**src/rtl/pipe_intr_pkg.sv**
```systemverilog
// Shared definitions for the pipeline interrupt/hazard sequencer:
// FSM state encoding and the PC-mux select codes driven to the fetch stage.
package pipe_intr_pkg;

    typedef enum logic [1:0] {
        ST_RUN     = 2'b00,
        ST_HANDLER = 2'b01,
        ST_HOLD    = 2'b10
    } state_e;

    localparam logic [1:0] PC_SEQ = 2'b00;
    localparam logic [1:0] PC_VEC = 2'b01;
    localparam logic [1:0] PC_EPC = 2'b10;

endpackage

```
**src/rtl/pipe_intr_ctrl_irq_sync.sv**
```systemverilog
// irq_sync: W-wide two-flop synchronizer for the asynchronous interrupt lines.
// Ports:
//   clk   in  1  clock, rising edge
//   clrn  in  1  asynchronous active-low reset (both stages cleared)
//   d_in  in  W  asynchronous level inputs
//   d_out out W  synchronized levels (second stage)
module irq_sync #(
    parameter int W = 4
) (
    input  logic         clk,
    input  logic         clrn,
    input  logic [W-1:0] d_in,
    output logic [W-1:0] d_out
);

    logic [W-1:0] s1_q;
    logic [W-1:0] s2_q;

    always_ff @(posedge clk or negedge clrn) begin
        if (!clrn) begin
            s1_q <= '0;
            s2_q <= '0;
        end else begin
            s1_q <= d_in;
            s2_q <= s1_q;
        end
    end

    assign d_out = s2_q;

endmodule

```
**src/rtl/pipe_intr_ctrl.sv**
```systemverilog
// pipe_intr_ctrl: interrupt/hazard sequencer for the 5-stage pipeline.
// Takes external interrupts (redirect to VEC_ADDR, cancel ID, record EPC/cause),
// handles eret return with a post-return holdoff, and load-use stalls.
// Optional build macro: INTR_MASK_EN adds a writable irq mask (mask_we/mask_din);
// without it the mask is fixed to all ones and those ports do not exist.
// Ports:
//   clk, clrn              clock / async active-low reset
//   irq                    level interrupt requests (asynchronous)
//   id_valid, id_pc        ID stage instruction valid and its PC
//   id_eret, ld_use_hz     ID instruction is eret / load-use hazard on ID
//   mask_we, mask_din      mask write (INTR_MASK_EN only)
//   stall, if_flush        freeze PC + IF/ID / zero IF/ID on next edge
//   id_exe_bubble          zero ID/EXE control bits on next edge
//   pc_sel, redirect_pc    PC mux select and redirect target
//   epc, cause, status_ie  saved return PC, accepted line, interrupts enabled
//
// state   | meaning
// RUN     | normal execution, interrupts may be accepted
// HANDLER | inside handler, interrupts off, waiting for eret
// HOLD    | post-return fetch window, hold_cnt non-stalled cycles before RUN
module pipe_intr_ctrl
    import pipe_intr_pkg::*;
#(
    parameter int          NUM_IRQ  = 4,
    parameter logic [31:0] VEC_ADDR = 32'h0000_0008,
    parameter int          HOLDOFF  = 2,
    localparam int         CW       = (NUM_IRQ > 1) ? $clog2(NUM_IRQ) : 1
) (
    input  logic               clk,
    input  logic               clrn,
    input  logic [NUM_IRQ-1:0] irq,
    input  logic               id_valid,
    input  logic [31:0]        id_pc,
    input  logic               id_eret,
    input  logic               ld_use_hz,
`ifdef INTR_MASK_EN
    input  logic               mask_we,
    input  logic [NUM_IRQ-1:0] mask_din,
`endif
    output logic               stall,
    output logic               if_flush,
    output logic               id_exe_bubble,
    output logic [1:0]         pc_sel,
    output logic [31:0]        redirect_pc,
    output logic [31:0]        epc,
    output logic [CW-1:0]      cause,
    output logic               status_ie
);

    localparam int HW = $clog2(HOLDOFF + 1);

    state_e               state_q, state_d;
    logic [HW-1:0]        hold_cnt_q, hold_cnt_d;
    logic [31:0]          epc_q, epc_d;
    logic [CW-1:0]        cause_q, cause_d;
    logic [NUM_IRQ-1:0]   irq_s2;
    logic [NUM_IRQ-1:0]   mask;
    logic [NUM_IRQ-1:0]   pend;
    logic [CW-1:0]        low_idx;
    logic                 take_eret;
    logic                 accept;

    irq_sync #(.W(NUM_IRQ)) u_irq_sync (
        .clk   (clk),
        .clrn  (clrn),
        .d_in  (irq),
        .d_out (irq_s2)
    );

`ifdef INTR_MASK_EN
    logic [NUM_IRQ-1:0] mask_q, mask_d;

    // A write lands on the edge, so an accept in the same cycle still sees the old mask.
    always_comb begin
        mask_d = mask_we ? mask_din : mask_q;
    end

    always_ff @(posedge clk or negedge clrn) begin
        if (!clrn) mask_q <= '1;
        else       mask_q <= mask_d;
    end

    assign mask = mask_q;
`else
    assign mask = '1;
`endif

    assign pend = irq_s2 & mask;

    // Lowest-numbered pending line wins: scan downwards so the last hit is the lowest.
    always_comb begin
        low_idx = '0;
        for (int i = NUM_IRQ - 1; i >= 0; i--) begin
            if (pend[i]) low_idx = CW'(i);
        end
    end

    // Priority: load-use hazard > eret > interrupt.
    assign take_eret = ~ld_use_hz & (state_q == ST_HANDLER) & id_eret;
    assign accept    = ~ld_use_hz & (state_q == ST_RUN) & (|pend) & id_valid
                       & ~id_eret & (hold_cnt_q == '0);

    always_comb begin
        state_d       = state_q;
        hold_cnt_d    = hold_cnt_q;
        epc_d         = epc_q;
        cause_d       = cause_q;
        stall         = 1'b0;
        if_flush      = 1'b0;
        id_exe_bubble = 1'b0;
        pc_sel        = PC_SEQ;

        if (ld_use_hz) begin
            // Frozen cycle: HOLD does not count it as fetch progress.
            stall         = 1'b1;
            id_exe_bubble = 1'b1;
        end else if (take_eret) begin
            pc_sel        = PC_EPC;
            if_flush      = 1'b1;
            id_exe_bubble = 1'b1;
            state_d       = ST_HOLD;
            hold_cnt_d    = HW'(HOLDOFF);
        end else if (accept) begin
            pc_sel        = PC_VEC;
            if_flush      = 1'b1;
            id_exe_bubble = 1'b1;
            state_d       = ST_HANDLER;
            epc_d         = id_pc;
            cause_d       = low_idx;
        end else if (state_q == ST_HOLD) begin
            if (hold_cnt_q <= HW'(1)) begin
                state_d    = ST_RUN;
                hold_cnt_d = '0;
            end else begin
                hold_cnt_d = hold_cnt_q - HW'(1);
            end
        end
    end

    always_ff @(posedge clk or negedge clrn) begin
        if (!clrn) begin
            state_q    <= ST_RUN;
            hold_cnt_q <= '0;
            epc_q      <= '0;
            cause_q    <= '0;
        end else begin
            state_q    <= state_d;
            hold_cnt_q <= hold_cnt_d;
            epc_q      <= epc_d;
            cause_q    <= cause_d;
        end
    end

    always_comb begin
        case (pc_sel)
            PC_VEC:  redirect_pc = VEC_ADDR;
            PC_EPC:  redirect_pc = epc_q;
            default: redirect_pc = '0;
        endcase
    end

    assign epc       = epc_q;
    assign cause     = cause_q;
    assign status_ie = (state_q != ST_HANDLER);

endmodule
```
**config.mk**
```make
export PLATFORM = sky130hd
export DESIGN_NAME = pipe_intr_ctrl
export DESIGN_NICKNAME = d
export VERILOG_FILES = /design/src/rtl/pipe_intr_pkg.sv /design/src/rtl/pipe_intr_ctrl_irq_sync.sv /design/src/rtl/pipe_intr_ctrl.sv
export SDC_FILE = /design/constraint.sdc
export NUM_CORES = 1
export LEC_CHECK = 0
export ABC_AREA = 1
export ABC_CLOCK_PERIOD_IN_PS = 4600
export CAP_MARGIN = 20
export CELL_PAD_IN_SITES_DETAIL_PLACEMENT = 0
export CELL_PAD_IN_SITES_GLOBAL_PLACEMENT = 1
export CORE_MARGIN = 4
export CORE_UTILIZATION = 45
export DETAILED_ROUTE_END_ITERATION = 12
export DONT_BUFFER_PORTS = 1
export GPL_TIMING_DRIVEN = 0
export MAX_ROUTING_LAYER = met4
export PLACE_DENSITY = 0.8
export SYNTH_ARGS = -nofsm -noshare
export SYNTH_HDL_FRONTEND = slang
export SYNTH_SLANG_ARGS = --single-unit
```
**constraint.sdc**
```tcl
create_clock -name clk -period 4.6 [get_ports clk]
set_input_delay 1.38 -clock clk [delete_from_list [all_inputs] [get_ports clk]]
set_output_delay 1.38 -clock clk [all_outputs]
set_load 0.02 [all_outputs]
```
Word-level counts from Yosys, hierarchy flattened
Cells that the tools add are included.
{"block": "op_classes", "add_sub_neg": 1, "n_eq_ne": 6, "n_reduce_logical": 9, "muxes": 21, "n_bitwise": 10, "magnitude_cmp": 1, "n_mul": 0, "n_shift": 0, "div": 0}
{"operator": "$pmux 32 s2", "n": 1}
{"operator": "$mux 2", "n": 14}
{"operator": "$reduce_and 3->1", "n": 3}
{"operator": "$and 1x1->1", "n": 7}
{"operator": "$mux 1", "n": 6}
{"operator": "$reduce_bool 3->1", "n": 2}
{"operator": "$eq 2x1->1 const B", "n": 2}
{"operator": "$eq 2x2->1 const B", "n": 2}
{"operator": "$logic_not 2->1", "n": 2}
{"operator": "$reduce_or 4->1", "n": 1}
{"operator": "$not 1->1", "n": 3}
{"operator": "$le 2x1->1 const B", "n": 1}
{"operator": "$ne 2x1->1 const B", "n": 1}
{"operator": "$ne 2x2->1 const B", "n": 1}
{"operator": "$reduce_bool 2->1", "n": 1}
{"operator": "$sub 2x1->2 const B", "n": 1}
{"block": "word_totals", "rom_bits": 0, "out_inout_bits": 72, "reg_bits": 46, "latchBits": 0, "memories": 0, "mem_bits_rw": 0}

Longest topological paths before layout
Gate-level depths: netlist of the first run.
{"block": "logic_depth", "word_depth": 11, "depth_mapped": 10}

Modules after synthesis
From an unflattened synthesis of the first run, not the netlist that was laid out.
{"block": "hier_totals", "cells_unflattened": 259, "area_unflattened_um2": 2060.7}
{"mod": "pipe_intr_ctrl", "area_per_inst_um2": 1860.5, "n_inst": 1, "seq_area_each_um2": 950.9, "cells_each": 251}
{"mod": "irq_sync", "area_per_inst_um2": 200.2, "n_inst": 1, "seq_area_each_um2": 200.2, "cells_each": 8}

Worst setup path after synthesis of the first run
Ideal clock, no wire load.
{"block": "synth_path", "path_type": "in2out", "from": "in ld_use_hz", "to": "out redirect_pc[0]", "slack_ns": 0.598, "path_buffers": 2, "t_arrival_ns": 2.622, "path_stages": 8, "required_time_ns": 3.220, "cell_sequence": "inv_2 nand4_1 buf_2 inv_1 ha_1 clkbuf_1 nand2_1 inv_1"}
{"block": "synth_between", "elab_cells_between_ends": 14, "cone_classes": "eq/ne: 2; mux: 4; bitwise: 8"}
{"item": "from (decl)", "line_no": "pipe_intr_ctrl.sv:35", "text": "input logic ld_use_hz,"}
{"item": "$not 1->1 (no line)"}
{"item": "$and 1x1->1 (2 in series)", "line_no": "pipe_intr_ctrl.sv:99", "text": "assign take_eret = ~ld_use_hz & (state_q == ST_HANDLER) & id_eret;"}
{"item": "$mux 2", "line_no": "pipe_intr_ctrl.sv:117", "text": "end else if (take_eret) begin"}
{"item": "$mux 2 (*)", "line_no": "pipe_intr_ctrl.sv:113", "text": "if (ld_use_hz) begin"}
{"item": "via pc_sel[1]", "line_no": "pipe_intr_ctrl.sv:43", "text": "output logic [1:0] pc_sel,"}
{"item": "$eq 2x2->1 / $eq 2x1->1 (equally long branches)", "line_no": "pipe_intr_ctrl.sv:155", "text": "case (pc_sel)"}
{"item": "$pmux 32 s2 (*)", "line_no": "pipe_intr_ctrl.sv:155"}
{"item": "to (decl)", "line_no": "pipe_intr_ctrl.sv:44", "text": "output logic [31:0] redirect_pc,"}
Mark *: on every way through the listed nets, which the timed path passes. The rest lies on a longest branch.

Final worst setup path of the first run
{"block": "layout_path", "from": "in ld_use_hz", "to": "out redirect_pc[15]"}
The elaborated chain is that of the path after synthesis.

==> results by stage, run 1 <==
Status:
- The run finished with clean final reports.

Clocking:
- The number of gates resized after CTS was 0.
- The number of clock sinks seen by CTS is 46.
- The number of post-CTS setup repair buffers is 0.
- After clock tree synthesis, the clock-pin slew on the worst setup and hold paths is 0.08 ns.
- In this run the clock root is driven by a sky130_fd_sc_hd__clkbuf_8.
- The clock tree from TritonCTS is built.
- Counting along the longest clock path gives a buffer depth of 2.
- The number of levels in the clock H-tree is 2.
- The clock latency on the worst-skew pair is 0.30 ns.
- The total clock buffers created by CTS is 5.
- The count of hold-fix buffers inserted at cts is 0.

Critical path:
- For the worst flop-to-flop path, the logic depth is 8.
- STA puts the critical path data required time at 3.22 ns.
- The startpoint of the most critical setup path is ld_use_hz.
- STA classifies the critical path startpoint as a primary input.
- Following the worst setup path forward leads to its endpoint at redirect_pc[15].
- For this run, the slowest stage of the critical path takes 0.47 ns.
- The worst-case register-to-register setup slack is 3.25 ns.
- Counting buffers and inverters, the worst setup path is 8 cells deep.
- STA puts the critical path data arrival time at 2.99 ns.
- The type of element capturing the critical path is an output pin.
- Broken down by cell family, the worst path's largest delay share belongs to buffers and inverters.
- The maximum fanout encountered on the critical timing path is 10.
- The category of the critical setup timing path is in -> out.
- The endpoint identified for the worst register-to-register timing path is epc[28].
- The worst path buffer plus inverter count is 5.
- The signal on the critical path passes through inv_2 -> nand4_1 -> buf_2 -> inv_1 -> ha_1 -> clkbuf_1 -> nand2_1 -> inv_1.
- Among all stages on the critical path, the largest delay is contributed by sky130_fd_sc_hd__clkbuf_1.
- The startpoint identified for the worst register-to-register timing path is hold_cnt_q[1].
- By instance count, the cell type seen most on the critical path is sky130_fd_sc_hd__inv_1.

Finish:
- With fillers left out, the area of the finished cells amounts to 0.00225 sq mm.
- In the final design database the tool counted 311 nets.
- In the final layout, the share of cells above drive strength 1 is 7.81%.
- The top cell types in the final layout, fill and taps aside, are 136 x sky130_fd_sc_hd__nand2_1, 46 x sky130_fd_sc_hd__dfrtp_1, 37 x sky130_fd_sc_hd__inv_1, 10 x sky130_fd_sc_hd__nor2_1, 6 x sky130_fd_sc_hd__clkbuf_8.
- The library cell used most frequently in the layout, excluding fill and tap cells, is sky130_fd_sc_hd__nand2_1.
- The number of diodes added for antenna fixing is 0.
- At the end of the flow the core is filled with cells to 51.3%.
- From synthesis to final layout, the design area changed by 10.2%.

Placement:
- The post-placement setup slack is 0.190 ns.
- The half-perimeter wire length after detailed placement is 3470 um.
- In this run the tool buffered the top-level ports with 0 buffer cells.
- The placed instance area is 0.00211 sq mm.
- At the end of routability-driven placement, the weighted congestion stood at 0.722.

Timing:
- At the pin with the least slew margin, the transition time is 0.560 ns.
- The total count of max-transition violations in the final report is 0.
- In this run the tightest slew margin relative to its limit is 62.6%.
- The final critical path time including I/O delays and setup is 4.37 ns.
- The timing-limited maximum frequency is 229 MHz.
- Across the routed clock network, the largest skew measured is 0.00829 ns.
- Setup violations remaining at the end of the flow were counted as 0.
- Setup slack on the critical path of the routed design comes to 0.232 ns.
- After routing, the total negative slack on setup checks comes to 0 ns.
- The post-route clock period utilization is 95.0%.
- The number of hold violations in the final report is 0.
- Setup repair after global routing left no endpoint under its margin.

Yosys:
- The synthesized netlist occupies a cell area of 0.00204 sq mm.
- The Yosys step of the flow raised 0 warnings.
- The synthesized netlist contains 19 unique library cells.
- The average cell area after synthesis is 7.82 sq um.
- In this run, synthesis produced a sequential element count of 46.
- The number of nets produced by synthesis is 304.
- The post-synthesis instance total is 261.
- The register area share after synthesis is 56.4%.

Die:
- The effective utilization at floorplan is 46.6%.
- 113 I/O pins were placed.
- The number of rows in the core area is 24.
- In this run the standard cell core region covers 0.00438 sq mm.
- The die is 75.4 um tall.
- The floorplan step set the die width to 75.4 um.
- The die covers 0.00568 sq mm.

Routing:
- The detailed-route wire length is 4750 um.
- For this run, design rule violations remaining after detail routing come to 0.
- Dividing the detail-routed via count by the number of cells gives 4.80.
- The pre-antenna-repair detailed-routing pass consisted of 4 iterations.
- The count of nets left with antenna violations once routing finished came out at 0.
- The total number of vias is 1540.
- The routed length per instance is 14.8 um.
- For this block, the initial DRC count from the detailed router was 81.

Pwr:
- The cell leakage power is 1.46 nW.
- Power comes to 0.780 mW.
- In this run the power density over the cells is 347 mW/mm^2.
- IR analysis of the VDD net gives a maximum drop of 150 uV.

Global route:
- The number of global-route vias before repair is 1391.
- In the global route stage, overall resource usage came out at 17.2%.
- The initial antenna violation count is 0.
- The maximum number of pins on one net before global-route repair is 47.
- The first global-routing pass estimated 6950 um of wire.
- The final global-route overflow total is 0.

Worst hold path:
- The path class of the tightest hold or removal check is reg -> reg.

Run:
- Across the run, the number of max-cap violations was 0.
==> report_power, final <==
| part | leakage [nW] | internal, mW | switching (mW) | total, mW |
|---|---|---|---|---|
| Sequential | 0.614 | 0.408 | 0.00136 | 0.409 |
| Combinational | 0.773 | 0.00179 | 0.00329 | 0.00507 |
| Clock | 0.0714 | 0.232 | 0.134 | 0.366 |
==> per-stage QoR <==
stage	std cells	hold WS [ns]
floorplan	261	0.331
global placement	313	0.333
detailed placement	313	0.343
CTS	321	0.359
global route	321	0.367
finish	321	0.356
==> worst min path at each step <==
stage                     slack [ns]                  end  cells past startpoint          startpoint
after floorplan                 0.33  u_irq_sync.d_out[0]                      0  u_irq_sync.s1_q[0]
after global placement          0.33  u_irq_sync.d_out[2]                      0  u_irq_sync.s1_q[2]
after detailed placement        0.34  u_irq_sync.d_out[2]                      0  u_irq_sync.s1_q[2]
after CTS                       0.36  u_irq_sync.d_out[2]                      0  u_irq_sync.s1_q[2]
after global routing            0.37  u_irq_sync.d_out[0]                      0  u_irq_sync.s1_q[0]
final                           0.36  u_irq_sync.d_out[2]                      0  u_irq_sync.s1_q[2]
==> sequential cells by signal, indices dropped and copies added, names as in the netlist <==
name / count
cause: 2
epc: 32
hold_cnt_q: 2
state_q: 2
u_irq_sync.d_out: 4
u_irq_sync.s1_q: 4
==> cell usage after synthesis (all sizes together) <==
cell type  count  share of area, %
nor2          10               1.8
buf            9               3.4
nand4          4               1.2
o21bai         1              0.37
nand3          2              0.49
nand2        137                25
nor4           1              0.31
ha             2               1.2
o21ai          3              0.74
dfrtp         46                56
a21oi          3              0.74
inv           40               7.5
clkbuf         3              0.55
==> worst reg2reg max path, stage by stage, from the launching register on <==
cell	delay [ns]
sky130_fd_sc_hd__dfrtp_1	0.41
sky130_fd_sc_hd__nor2_1	0.11
sky130_fd_sc_hd__nand2_1	0.09
sky130_fd_sc_hd__nor2_1	0.12
sky130_fd_sc_hd__nand2_2	0.11
sky130_fd_sc_hd__inv_4	0.13
sky130_fd_sc_hd__buf_6	0.18
sky130_fd_sc_hd__nand2_1	0.08
sky130_fd_sc_hd__nand2_1	0.06
==> area by class of cell <==
cell class | count | area (sq um)
fill | 459 | 2130
sequential | 46 | 1150
multi-input combinational | 163 | 658
inverter | 40 | 153
clock buffer | 6 | 82.6
buffer | 12 | 80.1
tap | 52 | 65.1
clock inverter | 2 | 60.1
==> routing by layer <==
| metal | global-route usage [%] | routed length, um | part of all wire [%] | vias up |
|---|---|---|---|---|
| met5 | - | 0 | 0 | - |
| met4 | 5.24 | 40 | 0.84 | 0 |
| met3 | 6.73 | 439 | 9.2 | 6 |
| met2 | 25.0 | 2240 | 47 | 71 |
| met1 | 22.1 | 2030 | 43 | 693 |
| li1 | - | - | - | 770 |
==> logic make-up after synthesis <==
| group | after synthesis | synth area share (%) |
|---|---|---|
| simple gates | 154 | 29.2 |
| buf+inv | 52 | 11.4 |
| compound gates | 7 | 1.84 |
| fa+ha+maj | 2 | 1.23 |
| flops | 46 | 56.4 |
Power figures use the tool's default switching activity.
==> run 2, diff against run 1 <==
==> constraint.sdc (replaced) <==
create_clock -name clk -period 4.6 [get_ports clk]
set_input_delay 1.38 -clock clk [delete_from_list [all_inputs] [get_ports clk]]
set_output_delay 1.38 -clock clk [all_outputs]
set_load 0.05 [all_outputs]
==> results by stage, run 2 (synthesis results as in run 1) <==
Pwr:
- The maximum VDD drop is 150 uV.
- Summed over all cells, the static leakage comes to 1.46 nW.
- In this run the power density over the cells is 346 mW/mm^2.

Routing:
- The violation count after the first detailed-routing iteration is 78.
- Once detail routing completed, the nets flagged for antenna violations numbered 0.
- The total number of vias is 1545.
- The first-pass iteration count of the detailed router is 4.
- After detailed routing, the number of vias per cell comes to 4.81.
- For this run, design rule violations remaining after detail routing come to 0.
- For this block, the routed nets add up to 4750 um of wire.
- The routed length per instance is 14.8 um.

Worst hold path:
- For hold timing, the worst endpoint is u_irq_sync.d_out[2].
- The worst hold path begins at u_irq_sync.s1_q[2].
- The tightest min-delay check is of the reg -> reg type.
- Counting instances, the worst hold path has a depth of 0.

Timing:
- The sum of negative setup slack is 0 ns.
- For this run, the top clock speed supported by timing is 228 MHz.
- The number of hold violations in the final report is 0.
- The tightest slew margin relative to the limit is 60.8%.
- Setup repair after global routing left no endpoint under its margin.
- At the pin with the least slew margin, the transition time is 0.588 ns.
- The total count of max-transition violations in the final report is 0.
- On the final layout, the worst clock skew is 0.00837 ns.
- After layout, the worst setup slack is 0.214 ns.
- Setup violations remaining at the end of the flow were counted as 0.
- In the finished design, the share of the clock period the worst path needs comes to 95.3%.
- The final critical path time including I/O delays and setup is 4.39 ns.
- On the final layout, the worst hold slack is 0.355 ns.

Placement:
- The number of buffer cells added on primary ports is 0.
- Prior to clock tree synthesis, the placed netlist has a worst setup slack of -0.196 ns.
- In this run, placement finished with an instance count of 313.
- The half-perimeter wire length after detailed placement is 3470 um.
- The global placer's final weighted congestion is 0.722.

Clocking:
- No sink is reached through more buffers than the 2 on the longest clock path.
- In this run the number of H-tree levels came out at 2.
- The clock drives 46 sinks.
- TritonCTS created 5 clock buffers.
- The count of hold-fix buffers inserted at cts is 0.
- TritonCTS built the clock tree.
- Clock tree synthesis selected as its root buffer the cell sky130_fd_sc_hd__clkbuf_8.
- The clock latency on the worst-skew pair is 0.30 ns.
- The clock slew seen by the registers of the worst setup and hold paths is 0.08 ns.

Status:
- The flow ran to the end, and the final reports show no timing, DRC or antenna violations.

Run:
- The max-capacitance violation count is 0.

Die:
- The total area inside the core boundary comes to 0.00438 sq mm.
- For this configuration, the core starts out at a cell density of 46.6%.
- The die covers 0.00568 sq mm.
- The number of rows in the core area is 24.
- During I/O placement, the number of pins put on the boundary was 113.
- The die width is 75.4 um.
- The overall die height is 75.4 um.

Critical path:
- The endpoint identified for the worst register-to-register timing path is epc[28].
- At the worst endpoint, the arrival time is 3.01 ns.
- At the worst endpoint, the required time is 3.22 ns.
- The worst-case register-to-register setup slack is 3.19 ns.
- The maximum fanout encountered on the critical timing path is 10.
- The origin of the critical flop-to-flop path is hold_cnt_q[1].
- The critical path is of the in -> out type.
- The type of element capturing the critical path is an output pin.
- The worst register-to-register path has a depth of 8.
- STA classifies the critical path startpoint as a primary input.

Global route:
- Across every metal layer, demand over resource in global routing totals 17.2%.
- The first-pass GRT wire length is 6950 um.
- The number of global-route vias before repair is 1391.
- The maximum number of pins on one net before global-route repair is 47.
- After global routing the overflow that remains totals 0.
- The initial antenna violation count is 0.

Finish:
- The area added between synthesis and finish is 10.7%.
- The non-filler instance count after layout is 321.
- The repair_antennas step left the layout with diodes totalling 0.
- Cells with a size suffix above 1 make up 9.67% of the layout.
- The share of the core filled with cells in the final layout is 51.5%.
- The flip-flop count of the largest register, all copies and words added is 32.
- In the final layout, the multi-input gates occupy 661 sq um.
- Summing all flip-flop and latch instances after layout gives 0.00115 sq mm.
- The filler cells instantiated in the layout total 455.
- In the layout the commonest cells are 136 x sky130_fd_sc_hd__nand2_1, 46 x sky130_fd_sc_hd__dfrtp_1, 36 x sky130_fd_sc_hd__inv_1, 9 x sky130_fd_sc_hd__nor2_1, 6 x sky130_fd_sc_hd__clkbuf_8.
- Leaving out fill and tap cells, the most frequent cell in the layout is sky130_fd_sc_hd__nand2_1.
- The final net count is 311.
## run 2: cell count changes in the layout (fill, tap and decap cells not counted)
cell,before,now
sky130_fd_sc_hd__clkbuf_1,3,0
sky130_fd_sc_hd__nor2_2,0,1
sky130_fd_sc_hd__clkbuf_2,0,3
sky130_fd_sc_hd__nor2_1,10,9
sky130_fd_sc_hd__inv_1,37,36
sky130_fd_sc_hd__clkinvlp_4,0,1
## run 2: final cells by class
type	count	area share (%)
plain buffers	12	3.71
clock buffers	6	3.65
clock inverters	2	2.66
inverters	40	6.92
multi-input cells	163	29.2
flip-flops and latches	46	50.9
well taps	52	2.88
## run 2: stage by stage
stage | power, mW | area (sq um)
after detailed placement | 0.424 | 2110
after global placement | 0.424 | 2110
final | 0.782 | 2260
after floorplan | 0.423 | 2040
after CTS | 0.793 | 2260
after global routing | 0.815 | 2260
## run 2: worst max-delay path by stage
stage / start / to / slack, ns / depth (start not counted)
after CTS: ld_use_hz / redirect_pc[6] / 0.006 / 8
after detailed placement: ld_use_hz / redirect_pc[19] / -0.20 / 8
after global routing: ld_use_hz / redirect_pc[6] / 0.05 / 8
final: ld_use_hz / redirect_pc[6] / 0.21 / 8
after floorplan: ld_use_hz / redirect_pc[3] / 0.14 / 7
after global placement: ld_use_hz / redirect_pc[6] / -0.16 / 8
## run 2: per-layer routing
metal  part of all wire [%]  GRT usage, %  up-vias  routed length [um]
met5                      0             -        -                   0
met4                   0.89          5.24        0                  42
met3                    8.8          6.73        6                 419
met2                     48          25.0       71                2260
met1                     43          22.1      696                2020
li1                       -             -      772                   -
## run 2: power breakdown
group	leakage, nW	internal [mW]	switching (mW)
Clock	0.0714	0.232	0.134
Combinational	0.773	0.00180	0.00538
Sequential	0.614	0.408	0.00136
## run 2: what timing repair did
item | 4_1_cts | 5_1_grt
gates resized for setup | 4 | 1
endpoints found under the setup margin | 31 | 30
setup buffers | 0 | 0
pin swaps | 0 | 0
## run 2: worst max-delay path: stages
cell,delay [ns]
sky130_fd_sc_hd__inv_2,0.07
sky130_fd_sc_hd__nand4_1,0.11
sky130_fd_sc_hd__buf_2,0.21
sky130_fd_sc_hd__clkinvlp_4,0.23
sky130_fd_sc_hd__ha_1,0.28
sky130_fd_sc_hd__clkbuf_2,0.29
sky130_fd_sc_hd__nand2_1,0.08
sky130_fd_sc_hd__inv_1,0.35
==> run 3, diff against run 2 <==
CTS_CLUSTER_SIZE = 40   (was not set)
==> results of run 3 <==
Final layout, timing and power as in run 2 (identical DEF).
